## src/rtl/hi_flite_pkg.sv

```systemverilog
// hi_flite_pkg: shared types and constants for the FeliCa response slot scheduler.
package hi_flite_pkg;

  typedef enum logic [1:0] {
    IDLE  = 2'd0,
    WAIT  = 2'd1,
    SEND  = 2'd2,
    GUARD = 2'd3
  } state_e;

  localparam int unsigned BIT_TICKS_212   = 64;
  localparam int unsigned BIT_TICKS_424   = 32;

  localparam int unsigned TS0_TICKS_DEF   = 32768;
  localparam int unsigned TSLOT_TICKS_DEF = 16384;
  localparam int unsigned GUARD_TICKS_DEF = 128;
  localparam int unsigned CNT_W_DEF       = 19;

  localparam int unsigned TICK_W = 6;
  localparam int unsigned BITS_W = 12;
  localparam int unsigned SLOT_W = 4;

  // Response parameters captured at the slot deadline.
  typedef struct packed {
    logic              speed;
    logic [BITS_W-1:0] bits;
  } tx_cfg_t;

endpackage

```

## src/rtl/hi_flite_slot_sched_if.sv

```systemverilog
// hi_flite_slot_sched_if: demodulator events, ARM response request and the
// modulator-facing outputs of the slot scheduler.
//   master: drives speed, frame_start, frame_end, slot, tx_req, tx_bits;
//           observes mod_en, bit_half, tx_bit_stb, busy, done, missed
//   slave : the scheduler side of the same signals
interface hi_flite_slot_sched_if;
  logic                            speed;
  logic                            frame_start;
  logic                            frame_end;
  logic [hi_flite_pkg::SLOT_W-1:0] slot;
  logic                            tx_req;
  logic [hi_flite_pkg::BITS_W-1:0] tx_bits;
  logic                            mod_en;
  logic                            bit_half;
  logic                            tx_bit_stb;
  logic                            busy;
  logic                            done;
  logic                            missed;

  modport master (
    output speed, frame_start, frame_end, slot, tx_req, tx_bits,
    input  mod_en, bit_half, tx_bit_stb, busy, done, missed
  );

  modport slave (
    input  speed, frame_start, frame_end, slot, tx_req, tx_bits,
    output mod_en, bit_half, tx_bit_stb, busy, done, missed
  );
endinterface

```

## src/rtl/hi_flite_bit_timer.sv

```systemverilog
// hi_flite_bit_timer: Manchester bit timing inside the modulation window.
//   en         : window is open on the next cycle
//   load       : window not open this cycle (restart at bit 0, tick 0)
//   speed      : latched rate, 0 = 64 ticks/bit, 1 = 32 ticks/bit
//   tx_bits    : latched response length
//   tx_bit_stb : registered pulse at tick 0 of every bit
//   bit_half   : registered, high in the second half of the bit
//   last_bit_c : combinational, final tick of the final bit
module hi_flite_bit_timer
  import hi_flite_pkg::*;
(
  input  logic              ck_1356meg,
  input  logic              reset_n,
  input  logic              en,
  input  logic              load,
  input  logic              speed,
  input  logic [BITS_W-1:0] tx_bits,
  output logic              tx_bit_stb,
  output logic              bit_half,
  output logic              last_bit_c
);

  logic [TICK_W-1:0] tick_q, tick_nxt, tick_max, tick_half;
  logic [BITS_W-1:0] bit_q, bit_nxt;

  // Next tick/bit position; everything returns to zero when the window closes.
  always_comb begin
    tick_max  = speed ? TICK_W'(BIT_TICKS_424 - 1) : TICK_W'(BIT_TICKS_212 - 1);
    tick_half = speed ? TICK_W'(BIT_TICKS_424 / 2) : TICK_W'(BIT_TICKS_212 / 2);
    tick_nxt  = '0;
    bit_nxt   = '0;
    if (en && !load) begin
      if (tick_q == tick_max) begin
        tick_nxt = '0;
        bit_nxt  = bit_q + BITS_W'(1);
      end else begin
        tick_nxt = tick_q + TICK_W'(1);
        bit_nxt  = bit_q;
      end
    end
  end

  assign last_bit_c = (tick_q == tick_max) && (bit_q == tx_bits - BITS_W'(1));

  always_ff @(posedge ck_1356meg or negedge reset_n) begin
    if (!reset_n) begin
      tick_q     <= '0;
      bit_q      <= '0;
      tx_bit_stb <= 1'b0;
      bit_half   <= 1'b0;
    end else begin
      tick_q     <= tick_nxt;
      bit_q      <= bit_nxt;
      tx_bit_stb <= en && (tick_nxt == '0);
      bit_half   <= en && (tick_nxt >= tick_half);
    end
  end

endmodule

```

## src/rtl/hi_flite_slot_sched.sv

```systemverilog
// hi_flite_slot_sched: times the tag reply after a reader frame (Tdelay plus
// slot * Tslot), opens the modulation window for the requested bit count, then
// holds a guard period before accepting the next frame.
//   ck_1356meg : carrier clock, one tick per fc cycle
//   reset_n    : asynchronous active-low reset
//   bus        : event inputs, response request and registered outputs
module hi_flite_slot_sched
  import hi_flite_pkg::*;
#(
  parameter int unsigned TS0_TICKS   = TS0_TICKS_DEF,
  parameter int unsigned TSLOT_TICKS = TSLOT_TICKS_DEF,
  parameter int unsigned GUARD_TICKS = GUARD_TICKS_DEF,
  parameter int unsigned CNT_W       = CNT_W_DEF
) (
  input logic                  ck_1356meg,
  input logic                  reset_n,
  hi_flite_slot_sched_if.slave bus
);

  state_e           state_q, state_nxt;
  logic [CNT_W-1:0] cnt_q, cnt_nxt, delay_c;
  tx_cfg_t          cfg_q, cfg_nxt;
  logic             mod_en_q, busy_q, done_q, done_nxt, missed_q, missed_nxt;
  logic             timer_en, timer_load, last_bit_c, stb, half;

  // Reload value D-1 for the slot sampled this cycle.
  assign delay_c = CNT_W'(TS0_TICKS) + CNT_W'(bus.slot) * CNT_W'(TSLOT_TICKS) - CNT_W'(1);

  // Scheduler next state; one shared counter times both the slot delay and the guard.
  always_comb begin
    state_nxt  = state_q;
    cnt_nxt    = cnt_q;
    cfg_nxt    = cfg_q;
    done_nxt   = 1'b0;
    missed_nxt = 1'b0;
    case (state_q)
      IDLE: begin
        if (bus.frame_end) begin
          state_nxt = WAIT;
          cnt_nxt   = delay_c;
        end
      end
      WAIT: begin
        // frame_start outranks both a restart and the deadline.
        if (bus.frame_start) begin
          state_nxt = IDLE;
          cnt_nxt   = '0;
        end else if (bus.frame_end) begin
          cnt_nxt = delay_c;
        end else if (cnt_q != '0) begin
          cnt_nxt = cnt_q - CNT_W'(1);
        end else if (!bus.tx_req) begin
          state_nxt  = IDLE;
          missed_nxt = 1'b1;
        end else if (bus.tx_bits == '0) begin
          state_nxt = GUARD;
          cnt_nxt   = CNT_W'(GUARD_TICKS - 1);
        end else begin
          state_nxt     = SEND;
          cfg_nxt.speed = bus.speed;
          cfg_nxt.bits  = bus.tx_bits;
        end
      end
      SEND: begin
        // Reader events here are the echo of our own load modulation.
        if (!bus.tx_req || last_bit_c) begin
          state_nxt = GUARD;
          cnt_nxt   = CNT_W'(GUARD_TICKS - 1);
        end
      end
      GUARD: begin
        if (cnt_q == '0) begin
          state_nxt = IDLE;
          done_nxt  = 1'b1;
        end else begin
          cnt_nxt = cnt_q - CNT_W'(1);
        end
      end
      default: state_nxt = IDLE;
    endcase
  end

  assign timer_en   = (state_nxt == SEND);
  assign timer_load = (state_q != SEND);

  hi_flite_bit_timer u_bit_timer (
    .ck_1356meg (ck_1356meg),
    .reset_n    (reset_n),
    .en         (timer_en),
    .load       (timer_load),
    .speed      (cfg_q.speed),
    .tx_bits    (cfg_q.bits),
    .tx_bit_stb (stb),
    .bit_half   (half),
    .last_bit_c (last_bit_c)
  );

  always_ff @(posedge ck_1356meg or negedge reset_n) begin
    if (!reset_n) begin
      state_q  <= IDLE;
      cnt_q    <= '0;
      cfg_q    <= '0;
      mod_en_q <= 1'b0;
      busy_q   <= 1'b0;
      done_q   <= 1'b0;
      missed_q <= 1'b0;
    end else begin
      state_q  <= state_nxt;
      cnt_q    <= cnt_nxt;
      cfg_q    <= cfg_nxt;
      mod_en_q <= (state_nxt == SEND);
      busy_q   <= (state_q != IDLE);
      done_q   <= done_nxt;
      missed_q <= missed_nxt;
    end
  end

  assign bus.mod_en     = mod_en_q;
  assign bus.bit_half   = half;
  assign bus.tx_bit_stb = stb;
  assign bus.busy       = busy_q;
  assign bus.done       = done_q;
  assign bus.missed     = missed_q;

endmodule

```

## src/flat_wrapper.sv

```systemverilog
// flat-port wrapper written by rule: the top's interface ports become plain ports
module hi_flite_slot_sched_flat import hi_flite_pkg::*;
#(
  parameter int unsigned TS0_TICKS   = TS0_TICKS_DEF,
  parameter int unsigned TSLOT_TICKS = TSLOT_TICKS_DEF,
  parameter int unsigned GUARD_TICKS = GUARD_TICKS_DEF,
  parameter int unsigned CNT_W       = CNT_W_DEF
)
  (ck_1356meg, reset_n, bus_speed, bus_frame_start, bus_frame_end, bus_slot, bus_tx_req, bus_tx_bits, bus_mod_en, bus_bit_half, bus_tx_bit_stb, bus_busy, bus_done, bus_missed);
  hi_flite_slot_sched_if bus_i ();
  input logic ck_1356meg;
  input logic reset_n;
  input wire logic [$bits(bus_i.speed)-1:0] bus_speed;
  input wire logic [$bits(bus_i.frame_start)-1:0] bus_frame_start;
  input wire logic [$bits(bus_i.frame_end)-1:0] bus_frame_end;
  input wire logic [$bits(bus_i.slot)-1:0] bus_slot;
  input wire logic [$bits(bus_i.tx_req)-1:0] bus_tx_req;
  input wire logic [$bits(bus_i.tx_bits)-1:0] bus_tx_bits;
  output wire logic [$bits(bus_i.mod_en)-1:0] bus_mod_en;
  output wire logic [$bits(bus_i.bit_half)-1:0] bus_bit_half;
  output wire logic [$bits(bus_i.tx_bit_stb)-1:0] bus_tx_bit_stb;
  output wire logic [$bits(bus_i.busy)-1:0] bus_busy;
  output wire logic [$bits(bus_i.done)-1:0] bus_done;
  output wire logic [$bits(bus_i.missed)-1:0] bus_missed;
  assign bus_i.speed = bus_speed;
  assign bus_i.frame_start = bus_frame_start;
  assign bus_i.frame_end = bus_frame_end;
  assign bus_i.slot = bus_slot;
  assign bus_i.tx_req = bus_tx_req;
  assign bus_i.tx_bits = bus_tx_bits;
  assign bus_mod_en = bus_i.mod_en;
  assign bus_bit_half = bus_i.bit_half;
  assign bus_tx_bit_stb = bus_i.tx_bit_stb;
  assign bus_busy = bus_i.busy;
  assign bus_done = bus_i.done;
  assign bus_missed = bus_i.missed;
  hi_flite_slot_sched #(.TS0_TICKS(TS0_TICKS), .TSLOT_TICKS(TSLOT_TICKS), .GUARD_TICKS(GUARD_TICKS), .CNT_W(CNT_W)) u_core (.ck_1356meg(ck_1356meg), .reset_n(reset_n), .bus(bus_i));
endmodule
```

## config.mk

```make
export PLATFORM = sky130hd
export DESIGN_NAME = hi_flite_slot_sched_flat
export DESIGN_NICKNAME = d
export VERILOG_FILES = /design/src/rtl/hi_flite_pkg.sv /design/src/rtl/hi_flite_slot_sched_if.sv /design/src/rtl/hi_flite_bit_timer.sv /design/src/rtl/hi_flite_slot_sched.sv /design/src/flat_wrapper.sv
export SDC_FILE = /design/constraint.sdc
export NUM_CORES = 1
export LEC_CHECK = 0
export BUFFER_PORTS_ARGS = -buffer_cell sky130_fd_sc_hd__buf_2
export CAP_MARGIN = 20
export CORE_MARGIN = 2
export CORE_UTILIZATION = 50
export DETAILED_ROUTE_END_ITERATION = 6
export PLACE_DENSITY = 0.78
export SKIP_CTS_REPAIR_TIMING = 1
export SYNTH_ARGS = -nofsm -noshare
export SYNTH_HDL_FRONTEND = slang
export SYNTH_SLANG_ARGS = --single-unit
export TNS_END_PERCENT = 5
```

## constraint.sdc

```tcl
create_clock -name ck_1356meg -period 4.6 [get_ports ck_1356meg]
set_input_delay 0.92 -clock ck_1356meg [delete_from_list [all_inputs] [get_ports ck_1356meg]]
set_output_delay 0.92 -clock ck_1356meg [all_outputs]
set_load 0.01 [all_outputs]
```

==> metrics.yaml, run 1 <==
status: "finished clean"
globalRouteTotalUtil_pct: 23.80
pin_count: 28
dp_hpwl_um: 6548
finalCriticalPeriod_ns: 3.799
power_density_nw_per_um2: 368.9
insertion_delay_ns: 0.35
rsz0062_at_grt: "false"
grt_use_met3_pct: 4.674
crit_type: "reg2reg"
coreArea_um2: 7292
max_cap_violations: 0
drt_pre_antenna_iters: 5
drv_slew: 0
setup_viol: 0
io_buffers: 27
layout_common_cells: "58 x dfrtp_1, 47 x nor2_1, 35 x nand2_1"
fmax_ghz: 0.2633
ant_nets: 0
worst_setup_path_start_kind: "flop"
synth-async-reset-ratio_pct: 100.0
met1_usage_pct: 34.72
fin_ws_ns: 0.8014
setup_tns_ns: 0
grt_overflow: 0
final_common_cell: "dfrtp_1"
die-area_um2: 8266
skew_ns: 0.01126
crit_chain: "or4_1, or4_1, a2111oi_2, o211ai_1, a211o_1, nand2_1, buf_4, nor3_1, ha_1, a21boi_0, o211a_1"
ys_warn_count: 0
relSlewSlack_pct: 42.79
path_delay_family: "simple AND/OR/NAND/NOR gates"
clkSlewWorstSetupHoldPaths_ns: 0.07
fin_crit_sh_pct: 82.58
clock_path_buffers: 2
vias: 3433
use_met2_pct: 33.77
slowest_delay_ns: 0.64
hold_path.class: "reg2reg"
endpoint_kind: "flop"
cts_buffers: 9
cts_root_buf: "clkbuf_8"
cp_num_buf_inv: 1
drtIter0Drc: 391
synth_nets: 454
hold_viol: 0
top_usage_layer: "met1"
routed_wl_um: 9394
die_h_um: 90.92
fill_cells: 654
drc: 0
synth_enable_flop_cells: 0
cp_slowest_cell: "or4_1"
ys_types: 63
grt_pass1_vias: 3207
fp.dieW_um: 90.92
grt_max_degree: 59
tritoncts: "done"
post_drt_wl_per_cell_um: 17.02
cp.arrival_ns: 4.03
worst_pin_slew_ns: 0.8549
num-nets-final: 477
crit_fanout: 16
syn_avg_cell_area_um2: 8.888
syn-cell-area_um2: 3777
peakVddDrop_mv: 0.1562
diodes: 0
globalplace.congestion: 0.9053
cp_common_cell: "or4_1"
ys_seq_elements: 58
leakagePower_nw: 1.796
viasPerCell: 6.219
area_delta_synth_final_pct: 10.60
grt_pass1_wl_um: 15840
rows: 31
placedCellCount: 536
start_util_pct: 51.80
crit_required_ns: 4.83
clock_sinks: 58
seq_area_frac_synth_pct: 38.42
grt_antenna_before_repair: 0
instances_no_fill: 552
h-tree-depth: 3
dp_slack_ns: 0.8541
drive_gt1_share_pct: 15.45
ys.flop_type: "dfrtp_1"
synth_cells: 425
==> registers in the layout, indices dropped and copies added (netlist names) <==
name	cells
u_core.bus.busy	1
u_core.bus.done	1
u_core.bus.missed	1
u_core.bus.mod_en	1
u_core.cfg_q	13
u_core.cnt_q	19
u_core.state_q	2
u_core.u_bit_timer.bit_half	1
u_core.u_bit_timer.bit_q	12
u_core.u_bit_timer.tick_q	6
u_core.u_bit_timer.tx_bit_stb	1
==> per-layer routing <==
layer	wire, um	up-vias
li1	-	1615
met1	4294	1629
met2	4186	168
met3	690	21
met4	222	0
met5	0	-
==> metrics by stage <==
stage               cell area, um2  hold slack [ns]  power, mW  util, %
detailed placement            3974           0.4978      1.044    54.50
floorplan                     3777           0.4722     0.9372        -
global route                  4178           0.5531      1.623    57.29
CTS                           4178           0.5145      1.537    57.29
finish                        4178           0.5073      1.541    57.29
global placement              3974           0.4969      1.033    54.50
==> kinds of logic after synthesis <==
family / after synthesis / synth area share (%)
and+or+nand+nor: 162 / 21.70
AOI/OAI and AO/OA: 110 / 20.17
DFF: 58 / 38.42
buffers and inverters: 36 / 4.239
xor gates and xnor gates: 34 / 7.883
muxes: 18 / 5.267
adders and majority gates: 7 / 2.319
==> worst paths after layout <==
check                            startpoint                       endpoint  slack (ns)  cells after the start
setup / recovery            u_core.cfg_q[0]    u_core.u_bit_timer.bit_half        0.80                     11
hold / removal             u_core.cnt_q[16]               u_core.cnt_q[16]        0.51                      1
setup reg to reg            u_core.cfg_q[0]    u_core.u_bit_timer.bit_half        0.80                     11
hold reg to reg            u_core.cnt_q[16]               u_core.cnt_q[16]        0.51                      1
max in group asynchronous           reset_n               u_core.cnt_q[10]        3.41                      2
min in group asynchronous           reset_n  u_core.u_bit_timer.tx_bit_stb        0.72                      2
==> power breakdown <==
part	internal (mW)	total [mW]	switching (mW)
clock network	0.277	0.487	0.210
registers	0.586	0.683	0.0969
logic	0.164	0.372	0.208
total	1.03	1.54	0.515
==> cell type report <==
class,instances,area (um2),area share (%)
repair buffers,32,172.7,4.133
well taps,99,123.9,2.965
multi-input cells,331,2166,51.84
flip-flops and latches,58,1451,34.74
clock buffers,11,151.4,3.624
inverters,16,60.06,1.438
clock inverters,5,52.55,1.258
==> worst register-to-register path, cell delays in order (launching register included) <==
cell and delay, ns:
dfrtp_1 0.44, or4_1 0.64, or4_1 0.55, a2111oi_2 0.40, o211ai_1 0.17, a211o_1 0.44
nand2_1 0.11, buf_4 0.20, nor3_1 0.10, ha_1 0.31, a21boi_0 0.12, o211a_1 0.21
==> synth_stat cells, drive strengths merged (4+ instances only) <==
master / instances / share of area [%]
a21oi: 21 / 3.1
a22o: 8 / 1.9
a31oi: 10 / 1.7
and3: 6 / 0.99
buf: 6 / 1.3
clkbuf: 14 / 1.4
dfrtp: 58 / 38
ha: 7 / 2.3
inv: 15 / 1.5
mux2: 15 / 4.5
nand2: 35 / 3.5
nand3: 8 / 1.1
nand4: 7 / 1.2
nor2: 47 / 4.7
nor3: 16 / 2.1
nor3b: 4 / 0.79
nor4: 10 / 1.7
o211ai: 8 / 1.6
o21ai: 23 / 3.0
o21bai: 4 / 0.79
o31ai: 5 / 0.99
or3: 6 / 0.99
or4: 6 / 1.3
xnor2: 24 / 5.6
xor2: 10 / 2.3
Note: power is estimated with default switching activity, not from simulation.
==> run 2: changes to the inputs <==
Clock period 4.6 ns to 3.6 ns, I/O delays scaled along.
==> run 2 against run 1 <==
Against the previous run:
- global-route usage barely moved
- critical path type unchanged
- utilization rose by 0.89 points
- die area did not move
- combinational power rose by 30%
- sequential share of layout area fell by 0.53 points
- worst hold slack got worse by 0.030 ns
- sequential power rose by 27%
- final area rose by 1.6%
- flip-flop and latch count did not move
- worst setup slack got worse by 0.65 ns
- power rose by 25%
==> metrics.yaml, run 2 (synthesis results as in run 1) <==
final_common_cell: "dfrtp_1"
rsz0062_at_grt: "false"
p_comb_share_pct: 25.1
crit_required_ns: 3.82
h-tree-depth: 3
tritoncts: "done"
start_util_pct: 51.80
grt_max_degree: 38
peakVddDrop_mv: 0.2113
routed_wl_um: 9806
worst_setup_path_start_kind: "flop"
grt_overflow: 0
placedCellCount: 544
die-area_um2: 8266
globalRouteTotalUtil_pct: 23.76
finalCriticalPeriod_ns: 3.447
p_int_mw: 1.275
fmax_ghz: 0.2901
setup_tns_ns: 0
cp_slowest_cell: "or4_4"
p_seq_share_pct: 44.8
crit_fanout: 8
status: "finished clean"
power.total_mw: 1.931
fill_cells: 670
grt_pass1_vias: 3187
crit_chain: "or4_4, or4_1, a2111oi_2, o211ai_1, a211o_1, buf_4, a21oi_4, mux2_2"
fin_ws_ns: 0.1533
place_area_um2: 4034
clock_sinks: 58
final_area_um2: 4243
grt_antenna_before_repair: 0
r2r-start: "u_core.cfg_q[4]"
clock_path_buffers: 2
layout_common_cells: "58 x dfrtp_1, 47 x nor2_1, 35 x nand2_1"
area_delta_synth_final_pct: 12.32
fp.dieW_um: 90.92
drt_pre_antenna_iters: 6
endpoint_kind: "flop"
die_h_um: 90.92
largest_registers: "u_core.cnt_q: 19 flops, u_core.cfg_q: 13 flops, u_core.u_bit_timer.bit_q: 12 flops"
skew_ns: 0.01239
coreArea_um2: 7292
insertion_delay_ns: 0.34
p_sw_uw: 655.9
max_cap_violations: 0
fin_crit_sh_pct: 95.74
cts_root_buf: "clkbuf_8"
viasPerCell: 6.311
drc: 0
regMostFlops: "u_core.cnt_q"
io_buffers: 27
path_delay_family: "compound AO/OA/AOI/OAI gates"
post_drt_wl_per_cell_um: 17.45
slowest_delay_ns: 0.58
cts_buffers: 9
power_density_nw_per_um2: 455.2
r2r-end: "u_core.cnt_q[18]"
dp_slack_ns: 0.2149
diodes: 0
worstRegToRegCells: 8
clockPowerShare_pct: 30.0
r2r_slack_ns: 0.15
pin_count: 28
worst_pin_slew_ns: 0.8253
largest_reg_flops: 19
vias: 3547
num-nets-final: 487
instances_no_fill: 562
hold_path.class: "in2async"
cp_num_buf_inv: 1
grt_pass1_wl_um: 15880
fin_hold_ws_ns: 0.4772
crit_type: "reg2reg"
cp.arrival_ns: 3.66
relSlewSlack_pct: 44.98
globalplace.congestion: 0.9899
drv_slew: 0
drtIter0Drc: 577
rows: 31
leakagePower_nw: 1.832
switching_share_pct: 33.96
drive_gt1_share_pct: 17.49
ant_nets: 0
dp_hpwl_um: 6868
setup_viol: 0
final_core_util_pct: 58.18
hold_viol: 0
clkSlewWorstSetupHoldPaths_ns: 0.07
[run 2: layer usage]
metal | share of wire (%) | routed length [um] | up-vias | GRT usage [%]
met1 | 46 | 4478 | 1702 | 35.01
met5 | 0 | 0 | - | 0
met2 | 45 | 4380 | 178 | 34.69
met4 | 2.4 | 231 | 0 | 7.576
li1 | - | - | 1635 | -
met3 | 7.3 | 716 | 32 | 5.175
[run 2: layout make-up]
type	count	area [um2]	area share, %
Multi-Input combinational cell	331	2175	51.25
Tap cell	99	123.9	2.919
Timing Repair Buffer	42	247.7	5.839
Sequential cell	58	1451	34.21
Inverter	16	60.06	1.416
Clock buffer	10	127.6	3.008
Clock inverter	6	57.56	1.357
[run 2: power by group through the flow]
stage | logic [mW] | clock network [mW] | registers, mW
2_1_floorplan | 0.360 | 0 | 0.837
3_3_place_gp | 0.459 | 0 | 0.866
3_5_place_dp | 0.475 | 0 | 0.870
4_1_cts | 0.478 | 0.585 | 0.861
5_1_grt | 0.547 | 0.612 | 0.881
6_report | 0.485 | 0.580 | 0.866
[run 2: worst register-to-register path, cell delays in order (launching register included)]
cell       delay [ns]
dfrtp_1          0.46
or4_4            0.58
or4_1            0.56
a2111oi_2        0.38
o211ai_1         0.19
a211o_1          0.32
buf_4            0.18
a21oi_4          0.29
mux2_2           0.38
[run 2: worst max path at each step]
stage | cells after the start | slack [ns] | endpoint | startpoint
after floorplan | 12 | 0.22 | u_core.u_bit_timer.bit_half | u_core.cfg_q[3]
after global placement | 8 | 0.28 | u_core.cnt_q[18] | u_core.cfg_q[0]
after detailed placement | 8 | 0.21 | u_core.cnt_q[18] | u_core.cfg_q[0]
final | 8 | 0.15 | u_core.cnt_q[18] | u_core.cfg_q[4]
after CTS | 12 | 0.19 | u_core.u_bit_timer.bit_half | u_core.cfg_q[0]
after global routing | 9 | 0.01 | u_core.cnt_q[0] | u_core.cfg_q[4]
